<file path="src/rtl/mc_move_scheduler_pkg.sv">
// Shared encodings and helpers for the Monte Carlo move scheduler.
package mc_move_scheduler_pkg;

  localparam int BOARD_W = 80;
  localparam int SEED_W  = 8;
  localparam int COUNT_W = 32;
  localparam int MAX_W   = 15;

  typedef enum logic [2:0] {
    ST_IDLE    = 3'd0,
    ST_ENG_RST = 3'd1,
    ST_RUN     = 3'd2,
    ST_SCORE   = 3'd3,
    ST_DONE    = 3'd4
  } state_t;

  // Move numbering is shared with the logic2048 board engine.
  typedef enum logic [1:0] {
    MOVE_UP    = 2'd0,
    MOVE_RIGHT = 2'd1,
    MOVE_DOWN  = 2'd2,
    MOVE_LEFT  = 2'd3
  } move_t;

  localparam logic [1:0] LAST_MOVE = MOVE_LEFT;

  // xorshift32 never leaves the all-zero state, so a zero seed becomes 1.
  function automatic logic [SEED_W-1:0] move_seed(input logic [SEED_W-1:0] base,
                                                  input logic [1:0] idx);
    logic [SEED_W-1:0] s;
    s = base + {6'd0, idx};
    return (s == '0) ? 8'h01 : s;
  endfunction

endpackage

</file>
<file path="src/rtl/mc_move_scheduler_if.sv">
// Control/result bus between the scheduler and one statistics engine.
interface mc_move_scheduler_if;
  import mc_move_scheduler_pkg::*;

  logic               eng_rst;
  logic [1:0]         eng_restrected;
  logic [2:0]         eng_prob;
  logic [BOARD_W-1:0] eng_board;
  logic [SEED_W-1:0]  eng_seed;
  logic [COUNT_W-1:0] eng_total_moves;
  logic [COUNT_W-1:0] eng_trials;
  logic [MAX_W-1:0]   eng_max_moves;

  modport master (
    output eng_rst, eng_restrected, eng_prob, eng_board, eng_seed,
    input  eng_total_moves, eng_trials, eng_max_moves
  );

  modport slave (
    input  eng_rst, eng_restrected, eng_prob, eng_board, eng_seed,
    output eng_total_moves, eng_trials, eng_max_moves
  );

endinterface

</file>
<file path="src/rtl/mc_move_scheduler_best_tracker.sv">
// Keeps the best candidate move seen so far; ties keep the earlier move.
module mc_best_tracker
  import mc_move_scheduler_pkg::*;
(
  input  logic               clk,
  input  logic               rst,
  input  logic               clear,
  input  logic               load,
  input  logic [1:0]         idx,
  input  logic [COUNT_W-1:0] total,
  input  logic [MAX_W-1:0]   max_moves,
  output logic [1:0]         best_move,
  output logic [COUNT_W-1:0] best_score,
  output logic [MAX_W-1:0]   best_max
);

  logic take;

  // First move always seeds the result; later moves must strictly beat it.
  assign take = load && ((idx == 2'd0) || (total > best_score));

  // Register the winning move, its total and its max move count.
  always_ff @(posedge clk or negedge rst) begin
    if (!rst) begin
      best_move  <= '0;
      best_score <= '0;
      best_max   <= '0;
    end else if (clear) begin
      best_score <= '0;
      best_max   <= '0;
    end else if (take) begin
      best_move  <= idx;
      best_score <= total;
      best_max   <= max_moves;
    end
  end

endmodule

</file>
<file path="src/rtl/mc_move_scheduler.sv">
// Runs the statistics engine once per candidate first move and picks the winner.
module mc_move_scheduler
  import mc_move_scheduler_pkg::*;
#(
  parameter logic [31:0] TRIALS  = 32'd64,
  parameter logic [31:0] TIMEOUT = 32'd4000000,
  parameter logic [2:0]  PROB    = 3'd7
) (
  input  logic                   clk,
  input  logic                   rst,
  input  logic                   start,
  input  logic                   abort,
  input  logic [BOARD_W-1:0]     board,
  input  logic [SEED_W-1:0]      seed_base,
  mc_move_scheduler_if.master    eng,
  output logic                   busy,
  output logic                   done,
  output logic [1:0]             best_move,
  output logic [COUNT_W-1:0]     best_score,
  output logic [MAX_W-1:0]       best_max,
  output logic [3:0]             timed_out
);

  state_t             state_q, state_d;
  logic [1:0]         idx_q;
  logic [COUNT_W-1:0] cnt_q;
  logic [BOARD_W-1:0] board_q;
  logic [SEED_W-1:0]  base_q;
  logic [SEED_W-1:0]  seed_q;
  logic [3:0]         timed_out_q;
  logic               start_accept;
  logic               trials_done;
  logic               run_timeout;

  assign start_accept = (state_q == ST_IDLE) && start && !abort;
  assign trials_done  = (eng.eng_trials >= TRIALS);
  assign run_timeout  = (cnt_q == TIMEOUT - 32'd1);

  // State register.
  always_ff @(posedge clk or negedge rst) begin
    if (!rst) state_q <= ST_IDLE;
    else      state_q <= state_d;
  end

  // Next-state logic; abort overrides everything outside IDLE.
  always_comb begin
    state_d = state_q;
    case (state_q)
      ST_IDLE:    if (start_accept) state_d = ST_ENG_RST;
      ST_ENG_RST: if (cnt_q == 32'd1) state_d = ST_RUN;
      ST_RUN:     if (trials_done || run_timeout) state_d = ST_SCORE;
      ST_SCORE:   state_d = (idx_q == LAST_MOVE) ? ST_DONE : ST_ENG_RST;
      ST_DONE:    state_d = ST_IDLE;
      default:    state_d = ST_IDLE;
    endcase
    if (abort && (state_q != ST_IDLE)) state_d = ST_IDLE;
  end

  // Per-evaluation datapath: latched inputs, move index, seed, cycle counter, timeouts.
  always_ff @(posedge clk or negedge rst) begin
    if (!rst) begin
      idx_q       <= '0;
      cnt_q       <= '0;
      board_q     <= '0;
      base_q      <= '0;
      seed_q      <= '0;
      timed_out_q <= '0;
    end else begin
      case (state_q)
        ST_IDLE: if (start_accept) begin
          board_q     <= board;
          base_q      <= seed_base;
          idx_q       <= '0;
          cnt_q       <= '0;
          timed_out_q <= '0;
          seed_q      <= move_seed(seed_base, 2'd0);
        end
        ST_ENG_RST: cnt_q <= (cnt_q == 32'd1) ? '0 : cnt_q + 32'd1;
        ST_RUN: begin
          cnt_q <= cnt_q + 32'd1;
          if (run_timeout && !trials_done) timed_out_q[idx_q] <= 1'b1;
        end
        ST_SCORE: if (idx_q != LAST_MOVE) begin
          idx_q  <= idx_q + 2'd1;
          seed_q <= move_seed(base_q, idx_q + 2'd1);
          cnt_q  <= '0;
        end
        default: ;
      endcase
    end
  end

  mc_best_tracker u_best (
    .clk       (clk),
    .rst       (rst),
    .clear     (start_accept),
    .load      (state_q == ST_SCORE),
    .idx       (idx_q),
    .total     (eng.eng_total_moves),
    .max_moves (eng.eng_max_moves),
    .best_move (best_move),
    .best_score(best_score),
    .best_max  (best_max)
  );

  assign eng.eng_rst        = (state_q != ST_RUN);
  assign eng.eng_restrected = idx_q;
  assign eng.eng_prob       = PROB;
  assign eng.eng_board      = board_q;
  assign eng.eng_seed       = seed_q;

  assign busy      = (state_q == ST_ENG_RST) || (state_q == ST_RUN) || (state_q == ST_SCORE);
  assign done      = (state_q == ST_DONE);
  assign timed_out = timed_out_q;

endmodule

</file>
<file path="src/flat_wrapper.sv">
// flat-port wrapper written by rule: the top's interface ports become plain ports
module mc_move_scheduler_flat import mc_move_scheduler_pkg::*;
#(
  parameter logic [31:0] TRIALS  = 32'd64,
  parameter logic [31:0] TIMEOUT = 32'd4000000,
  parameter logic [2:0]  PROB    = 3'd7
)
  (clk, rst, start, abort, board, seed_base, busy, done, best_move, best_score, best_max, timed_out, eng_eng_rst, eng_eng_restrected, eng_eng_prob, eng_eng_board, eng_eng_seed, eng_eng_total_moves, eng_eng_trials, eng_eng_max_moves);
  mc_move_scheduler_if eng_i ();
  input  logic clk;
  input  logic rst;
  input  logic start;
  input  logic abort;
  input  logic [BOARD_W-1:0] board;
  input  logic [SEED_W-1:0] seed_base;
  output logic busy;
  output logic done;
  output logic [1:0] best_move;
  output logic [COUNT_W-1:0] best_score;
  output logic [MAX_W-1:0] best_max;
  output logic [3:0] timed_out;
  output wire logic [$bits(eng_i.eng_rst)-1:0] eng_eng_rst;
  output wire logic [$bits(eng_i.eng_restrected)-1:0] eng_eng_restrected;
  output wire logic [$bits(eng_i.eng_prob)-1:0] eng_eng_prob;
  output wire logic [$bits(eng_i.eng_board)-1:0] eng_eng_board;
  output wire logic [$bits(eng_i.eng_seed)-1:0] eng_eng_seed;
  input wire logic [$bits(eng_i.eng_total_moves)-1:0] eng_eng_total_moves;
  input wire logic [$bits(eng_i.eng_trials)-1:0] eng_eng_trials;
  input wire logic [$bits(eng_i.eng_max_moves)-1:0] eng_eng_max_moves;
  assign eng_eng_rst = eng_i.eng_rst;
  assign eng_eng_restrected = eng_i.eng_restrected;
  assign eng_eng_prob = eng_i.eng_prob;
  assign eng_eng_board = eng_i.eng_board;
  assign eng_eng_seed = eng_i.eng_seed;
  assign eng_i.eng_total_moves = eng_eng_total_moves;
  assign eng_i.eng_trials = eng_eng_trials;
  assign eng_i.eng_max_moves = eng_eng_max_moves;
  mc_move_scheduler #(.TRIALS(TRIALS), .TIMEOUT(TIMEOUT), .PROB(PROB)) u_core (.clk(clk), .rst(rst), .start(start), .abort(abort), .board(board), .seed_base(seed_base), .eng(eng_i), .busy(busy), .done(done), .best_move(best_move), .best_score(best_score), .best_max(best_max), .timed_out(timed_out));
endmodule
</file>
<file path="config.mk">
export PLATFORM = sky130hd
export DESIGN_NAME = mc_move_scheduler_flat
export DESIGN_NICKNAME = d
export VERILOG_FILES = /design/src/rtl/mc_move_scheduler_pkg.sv /design/src/rtl/mc_move_scheduler_if.sv /design/src/rtl/mc_move_scheduler_best_tracker.sv /design/src/rtl/mc_move_scheduler.sv /design/src/flat_wrapper.sv
export SDC_FILE = /design/constraint.sdc
export NUM_CORES = 1
export LEC_CHECK = 0
export CAP_MARGIN = 25
export CORE_MARGIN = 3
export CORE_UTILIZATION = 46
export CTS_CLUSTER_DIAMETER = 30
export DETAILED_ROUTE_END_ITERATION = 8
export PLACE_DENSITY_LB_ADDON = 0.12
export SETUP_SLACK_MARGIN = 0.5
export SLEW_MARGIN = 0
export SYNTH_ARGS = -nofsm -noshare
export SYNTH_HDL_FRONTEND = slang
export SYNTH_SLANG_ARGS = --single-unit
</file>
<file path="constraint.sdc">
create_clock -name clk -period 2.9 [get_ports clk]
set_clock_uncertainty 0.1 [all_clocks]
set_input_delay 0.29 -clock clk [delete_from_list [all_inputs] [get_ports clk]]
set_output_delay 0.29 -clock clk [all_outputs]
set_load 0.01 [all_outputs]
</file>
==> results of run 1 <==
[state kept, by name, summed over array words and instances (netlist names), 3 cells and up]
name / flops
u_core.timed_out: 4
u_core.eng.eng_seed: 8
u_core.state_q: 3
u_core.cnt_q: 32
u_core.u_best.best_max: 15
u_core.u_best.best_score: 32
u_core.eng.eng_board: 80
u_core.base_q: 8
[per-layer routing]
metal	vias to the layer above	wire, um
li1	3886	-
met3	30	2160
met5	-	0
met1	3812	10400
met2	239	12600
met4	0	535
[through the flow]
stage | util | power (mW)
3_5_place_dp | 0.663 | 6.06
3_3_place_gp | 0.661 | 5.99
2_1_floorplan | - | 4.49
5_1_grt | 0.705 | 8.89
4_1_cts | 0.696 | 8.42
6_report | 0.705 | 8.40
[final cells by class]
| cell class | count | area (sq um) |
|---|---|---|
| Fill cell | 1463 | 5590 |
| Sequential cell | 186 | 4660 |
| Multi-Input combinational cell | 695 | 4060 |
| Timing Repair Buffer | 352 | 3530 |
| Clock buffer | 17 | 425 |
| Tap cell | 260 | 325 |
| Inverter | 55 | 206 |
| Clock inverter | 14 | 155 |
[critical path, delay by kind of cell (launching register included)]
kind | cells | cell delay, ns
adder cells (fa/ha/maj) | 1 | 0.20
buffers and inverters | 2 | 0.25
AO/OA/AOI/OAI | 6 | 1.43
flip-flops | 1 | 0.42
AND/OR/NAND/NOR | 1 | 0.15
[synthesized netlist by cell type, drive strengths merged, types with 2 or more instances]
cell type | count | share of area
a211o | 2 | 0.0019
buf | 16 | 0.016
xor2 | 29 | 0.028
nor3b | 2 | 0.0017
nor3 | 6 | 0.0033
nor2b | 2 | 0.0014
and3 | 8 | 0.0056
o21ai | 16 | 0.0089
or3 | 2 | 0.0014
or2 | 2 | 0.0014
nand2b | 4 | 0.0028
inv | 55 | 0.023
and4 | 3 | 0.0029
clkbuf | 27 | 0.011
a221o | 33 | 0.037
a21oi | 25 | 0.014
nor4 | 15 | 0.010
mux2i | 18 | 0.020
o31ai | 3 | 0.0025
nand4 | 19 | 0.013
dfrtp | 186 | 0.52
a21o | 5 | 0.0042
ha | 40 | 0.056
xnor2 | 4 | 0.0039
or4 | 2 | 0.0017
nand3 | 22 | 0.012
and2 | 33 | 0.023
nand2 | 316 | 0.13
mux2 | 3 | 0.0037
a21boi | 3 | 0.0025
nor2 | 66 | 0.028
[worst paths after layout]
path                                                    from                           end  cells after the start
min in group asynchronous                                rst              u_core.cnt_q[15]                      2
max in group asynchronous                                rst  u_core.eng.eng_restrected[1]                      3
worst max register to register  u_core.u_best.best_score[21]  u_core.u_best.best_score[15]                     10
worst max-delay path            u_core.u_best.best_score[21]  u_core.u_best.best_score[15]                     10
worst min register to register      u_core.eng.eng_board[43]      u_core.eng.eng_board[43]                      2
worst min-delay path                               board[59]      u_core.eng.eng_board[59]                      3
[timing repair]
item,4_1_cts,5_1_grt
setup endpoints to repair,81,82
setup buffers,2,6
endpoints found under the hold margin,64,0
pin swaps,2,4
gates resized for setup,7,25
hold buffers,1,0
cloned,0,1
[kinds of logic (layout without fill, tap and decap cells)]
group	count (synthesis)	in the layout	share of synthesized area
AND/OR/NAND/NOR	503	503	0.242
flip-flops	186	186	0.517
buffers and inverters	98	438	0.0499
AO/OA/AOI/OAI	94	94	0.0779
adder cells (fa/ha/maj)	41	41	0.0578
XOR/XNOR	33	33	0.0321
multiplexers	21	21	0.0237
other	1	3	0.000416
[power by group]
part	switching [mW]	leakage (nW)	internal, mW
clock	1.10	0.275	1.22
combinational	1.25	3.45	1.42
sequential	0.324	2.43	3.09
total	2.67	6.16	5.73
==> summary.txt, run 1 <==
status = finished clean
worst path required time = 3.12 ns
met3 global-route usage = 0.0953
WHS = 0.269 ns
DR vias/cell = 5.05
initial cell density of the core = 0.475
drt first-iter violations = 448
Worst slew margin = 0.562
post-synthesis cell count = 977
die area = 21300 sq um
slowest cell delay on critical path = 0.42 ns
Main synth FF type = dfrtp_1
crit path kind = flop to flop
# H-tree levels = 4
via count = 7967
met2 GRT Util = 0.402
Mean Syn Cell Area = 9.22 sq um
RSZ-0062 raised after global routing = yes
RD Place Congestion = 0.813
number of hold violations in the final report = 0
dpl ws = -0.149 ns
Placed Instance Area = 12600 sq um
most frequent cells in the layout = nand2_1 (316), clkdlybuf4s50_1 (309), dfrtp_1 (183), nor2_1 (61), inv_1 (54)
CTS tree = built
Total Neg Setup Slack = 0 ns
diodes inserted = 0
Clk Latency, worst-skew pair = 0.43 ns
GRT busiest layer = met2
first-pass GRT wire length = 41500 um
most common cell after layout, fill and taps aside = nand2_1
Max Clk Rate = 374 MHz
GR Util met1 = 0.288
clock root buffer = clkbuf_16
FF+latch count, synth = 186
drt total wl = 25700 um
gr ovfl total = 0
Hold Crit Class = input port to flop
vias in the first global route = 8018
Post-Place Cells = 1538
Top Ports = 320
CP Launch Type = flop
flop-to-flop setup slack = 0.23 ns
All-Layer GR Usage = 0.240
largest net degree at the start of global routing = 94
post-synthesis sequential area ratio = 0.517
Clock Tree Buf Depth = 2
WP data arrival = 2.89 ns
clock sink total = 186
DR WL/cell = 16.2 um
share of cells above drive strength 1 = 0.0811
VDD IR-drop max = 446 uV
Final Cycle Share = 0.921
Worst-path clk slew = 0.08 ns
DP Wirelength = 18500 um
Port-buffer cells = 310
DRT antenna net count = 0
Post-synth EDFFs = 0
initial antenna violation count = 0
die span in y = 146 um
Core Area = 19000 sq um
fin cells = 1579
slowest stage cell, crit path = dfrtp_1
synth warn = 0
worst-margin pin slew = 0.657 ns
CTS Buf Count = 17
crit-path cells = inv_2 > ha_4 > a21o_1 > a21o_1 > a221o_1 > a2111o_1 > nor2_2 > a21oi_4 > buf_12 > a221o_1
Slew Limit Fails = 0
final net count = 1519
Syn-to-layout area delta = 48.3%
Crit. End Element = flop
Async SR Flop Fraction = 1.00
Power Dens Cells = 628 nW/um^2
Residual DRC = 0
Finished Cell Area = 13400 sq um
drt first pass iters = 5
die width = 146 um
Yosys cell types = 46
row count = 50
Pleak = 6.16 nW
maxcap violations = 0
Final Setup Violations = 0
fin crit period = 2.67 ns
Worst Path Max Fanout = 23
Mapped Area = 9010 sq um
setup ws final = 0.228 ns
(Power assumes the default switching activity.)
==> inputs of run 2 (changes only) <==
CAP_MARGIN = 20   (was 25)
==> run 2 against run 1 <==
- worst setup slack lost 0.0027 ns
- combinational power about the same
- maximum frequency down 0.10%
- die area stayed put
- largest power group unchanged
- highest routed layer unchanged
==> summary.txt, run 2 (synthesis gave the netlist of run 1 again) <==
status = finished clean
hold path start = board[44]
slowest stage cell, crit path = dfrtp_1
FF-to-FF path depth = 10 (unchanged)
drt total wl = 25800 um (+0.40%)
initial antenna violation count = 0 (unchanged)
Crit. End Element = flop
row count = 50 (unchanged)
RSZ-0062 raised after global routing = yes
Max Clk Rate = 374 MHz (-0.10%)
setup ws final = 0.226 ns (-0.00274 ns)
Placed Instance Area = 12500 sq um (-0.22%)
initial cell density of the core = 0.475 (unchanged)
die width = 146 um (unchanged)
Top Ports = 320 (unchanged)
slowest cell delay on critical path = 0.41 ns (about the same)
WP data arrival = 2.88 ns (about the same)
Clock Tree Buf Depth = 2 (unchanged)
maxcap violations = 0 (unchanged)
worst hold stages = 3 (unchanged)
worst-margin pin slew = 0.645 ns (-0.0113 ns)
diodes inserted = 0 (unchanged)
die span in y = 146 um (unchanged)
CTS Buf Count = 17 (unchanged)
clock root buffer = clkbuf_16
All-Layer GR Usage = 0.238 (-0.00122)
VDD IR-drop max = 414 uV (-7.2%)
drt first-iter violations = 446 (-0.45%)
Port-buffer cells = 310 (unchanged)
crit-path cells = inv_2 > ha_4 > a21o_1 > a21o_1 > a221o_1 > a2111o_1 > nor2_2 > a21oi_4 > buf_12 > a221o_1
Worst slew margin = 0.569 (+0.00754)
DP Wirelength = 18400 um (-0.58%)
max reg flops = 80 (unchanged)
clock sink total = 186 (unchanged)
number of hold violations in the final report = 0 (unchanged)
Finished Cell Area = 13400 sq um (about the same)
die area = 21300 sq um (unchanged)
Worst Path Max Fanout = 23 (unchanged)
Residual DRC = 0 (unchanged)
DRT antenna net count = 0 (unchanged)
crit path from = u_core.u_best.best_score[21]
Final Setup Violations = 0 (unchanged)
Pleak = 6.18 nW (+0.31%)
crit path kind = flop to flop
Fill cells = 1489 (+1.8%)
R2R Path End = u_core.u_best.best_score[30]
Syn-to-layout area delta = 48.4% (about the same)
gr ovfl total = 0 (unchanged)
flop-to-flop setup slack = 0.23 ns (about the same)
# H-tree levels = 4 (unchanged)
Final Cycle Share = 0.922 (+0.000946)
RD Place Congestion = 0.813 (unchanged)
largest net degree at the start of global routing = 105 (+12%)
worst path required time = 3.10 ns (-0.02 ns)
Hold Crit Class = input port to flop
Worst-path clk slew = 0.08 ns (about the same)
most frequent cells in the layout = nand2_1 (316), clkdlybuf4s50_1 (309), dfrtp_1 (183), nor2_1 (61), inv_1 (53)
DR vias/cell = 5.06 (+0.31%)
via count = 7997 (+0.38%)
FF/Latch Area = 4660 sq um (unchanged)
share of cells above drive strength 1 = 0.0811 (about the same)
Power Dens Cells = 630 nW/um^2 (+0.25%)
Slew Limit Fails = 0 (unchanged)
fin crit period = 2.67 ns (+0.00274 ns)
area of the multi-input gates = 4050 sq um (-0.25%)
WHS Endpoint = u_core.eng.eng_board[44]
Tot Pwr = 8.42 mW (+0.28%)
drt first pass iters = 6 (+1)
first-pass GRT wire length = 41400 um (-0.27%)
FF-to-FF Start = u_core.u_best.best_score[21]
CTS tree = built
vias in the first global route = 8147 (+1.6%)
most common cell after layout, fill and taps aside = nand2_1
final net count = 1520 (+0.066%)
Core Area = 19000 sq um (unchanged)
CP Launch Type = flop
DR WL/cell = 16.3 um (+0.33%)
dpl ws = -0.156 ns (-0.00709 ns)
Clk Latency, worst-skew pair = 0.42 ns (about the same)
run 2: cell count changes in the layout (fill, tap and decap cells not counted), sizes merged:
cell,before,now
buf,41,42
clkinv,3,5
inv,62,61
clkinvlp,3,2
run 2: final cells by class:
type / instances / area share
sequential: 186 / 0.348
multi-input combinational: 695 / 0.303
timing repair buffer: 353 / 0.265
clock buffer: 17 / 0.0318
tap: 260 / 0.0243
inverter: 55 / 0.0154
clock inverter: 14 / 0.0121
run 2: worst max path at each step:
| stage | slack [ns] | to |
|---|---|---|
| 5_1_grt | 0.12 | u_core.u_best.best_score[30] |
| 4_1_cts | 0.16 | u_core.u_best.best_score[30] |
| 2_1_floorplan | 0.27 | u_core.u_best.best_score[6] |
| 3_3_place_gp | -0.11 | u_core.u_best.best_score[14] |
| 3_5_place_dp | -0.16 | u_core.u_best.best_score[14] |
| 6_report | 0.23 | u_core.u_best.best_score[30] |
run 2: through the flow:
stage          setup TNS, ns  std cells   util  hold slack (ns)
2_1_floorplan              0        979      -           -0.106
3_3_place_gp           -4.20       1537  0.661            0.231
3_5_place_dp           -5.59       1537  0.661            0.232
4_1_cts                    0       1571  0.694            0.265
5_1_grt                    0       1580  0.705            0.267
6_report                   0       1580  0.705            0.277
run 2: what timing repair did:
| action | 4_1_cts | 5_1_grt |
|---|---|---|
| setup endpoints to repair | 80 | 85 |
| hold buffers | 1 | 0 |
| gates cloned | 0 | 1 |
| setup buffers | 2 | 7 |
| endpoints found under the hold margin | 64 | 0 |
| pin swaps | 2 | 1 |
| resized for setup | 6 | 26 |
run 2: worst max-delay path, delay by kind of cell, from the launching register on:
kind                       cells  cell delay (ns)
AOI/OAI and AO/OA              6             1.43
DFF                            1             0.41
buffers and inverters          2             0.25
adders and majority gates      1             0.20
and+or+nand+nor                1             0.15
run 2: report_power, final:
| group | internal [mW] | switching [mW] |
|---|---|---|
| Clock | 1.22 | 1.11 |
| Sequential | 3.09 | 0.325 |
| Combinational | 1.43 | 1.25 |
| Total | 5.74 | 2.68 |
run 2: metal layers:
metal	vias up	share of wire	track usage
met1	3807	0.41	0.292
met3	41	0.081	0.0894
met5	-	0	0
li1	3872	-	-
met4	0	0.023	0.0755
met2	277	0.48	0.392
==> inputs of run 3 (changes only) <==
CTS_CLUSTER_DIAMETER = unset   (was 30)
==> results of run 3 <==
No change in the layout: final DEF, timing and power equal those of run 2.
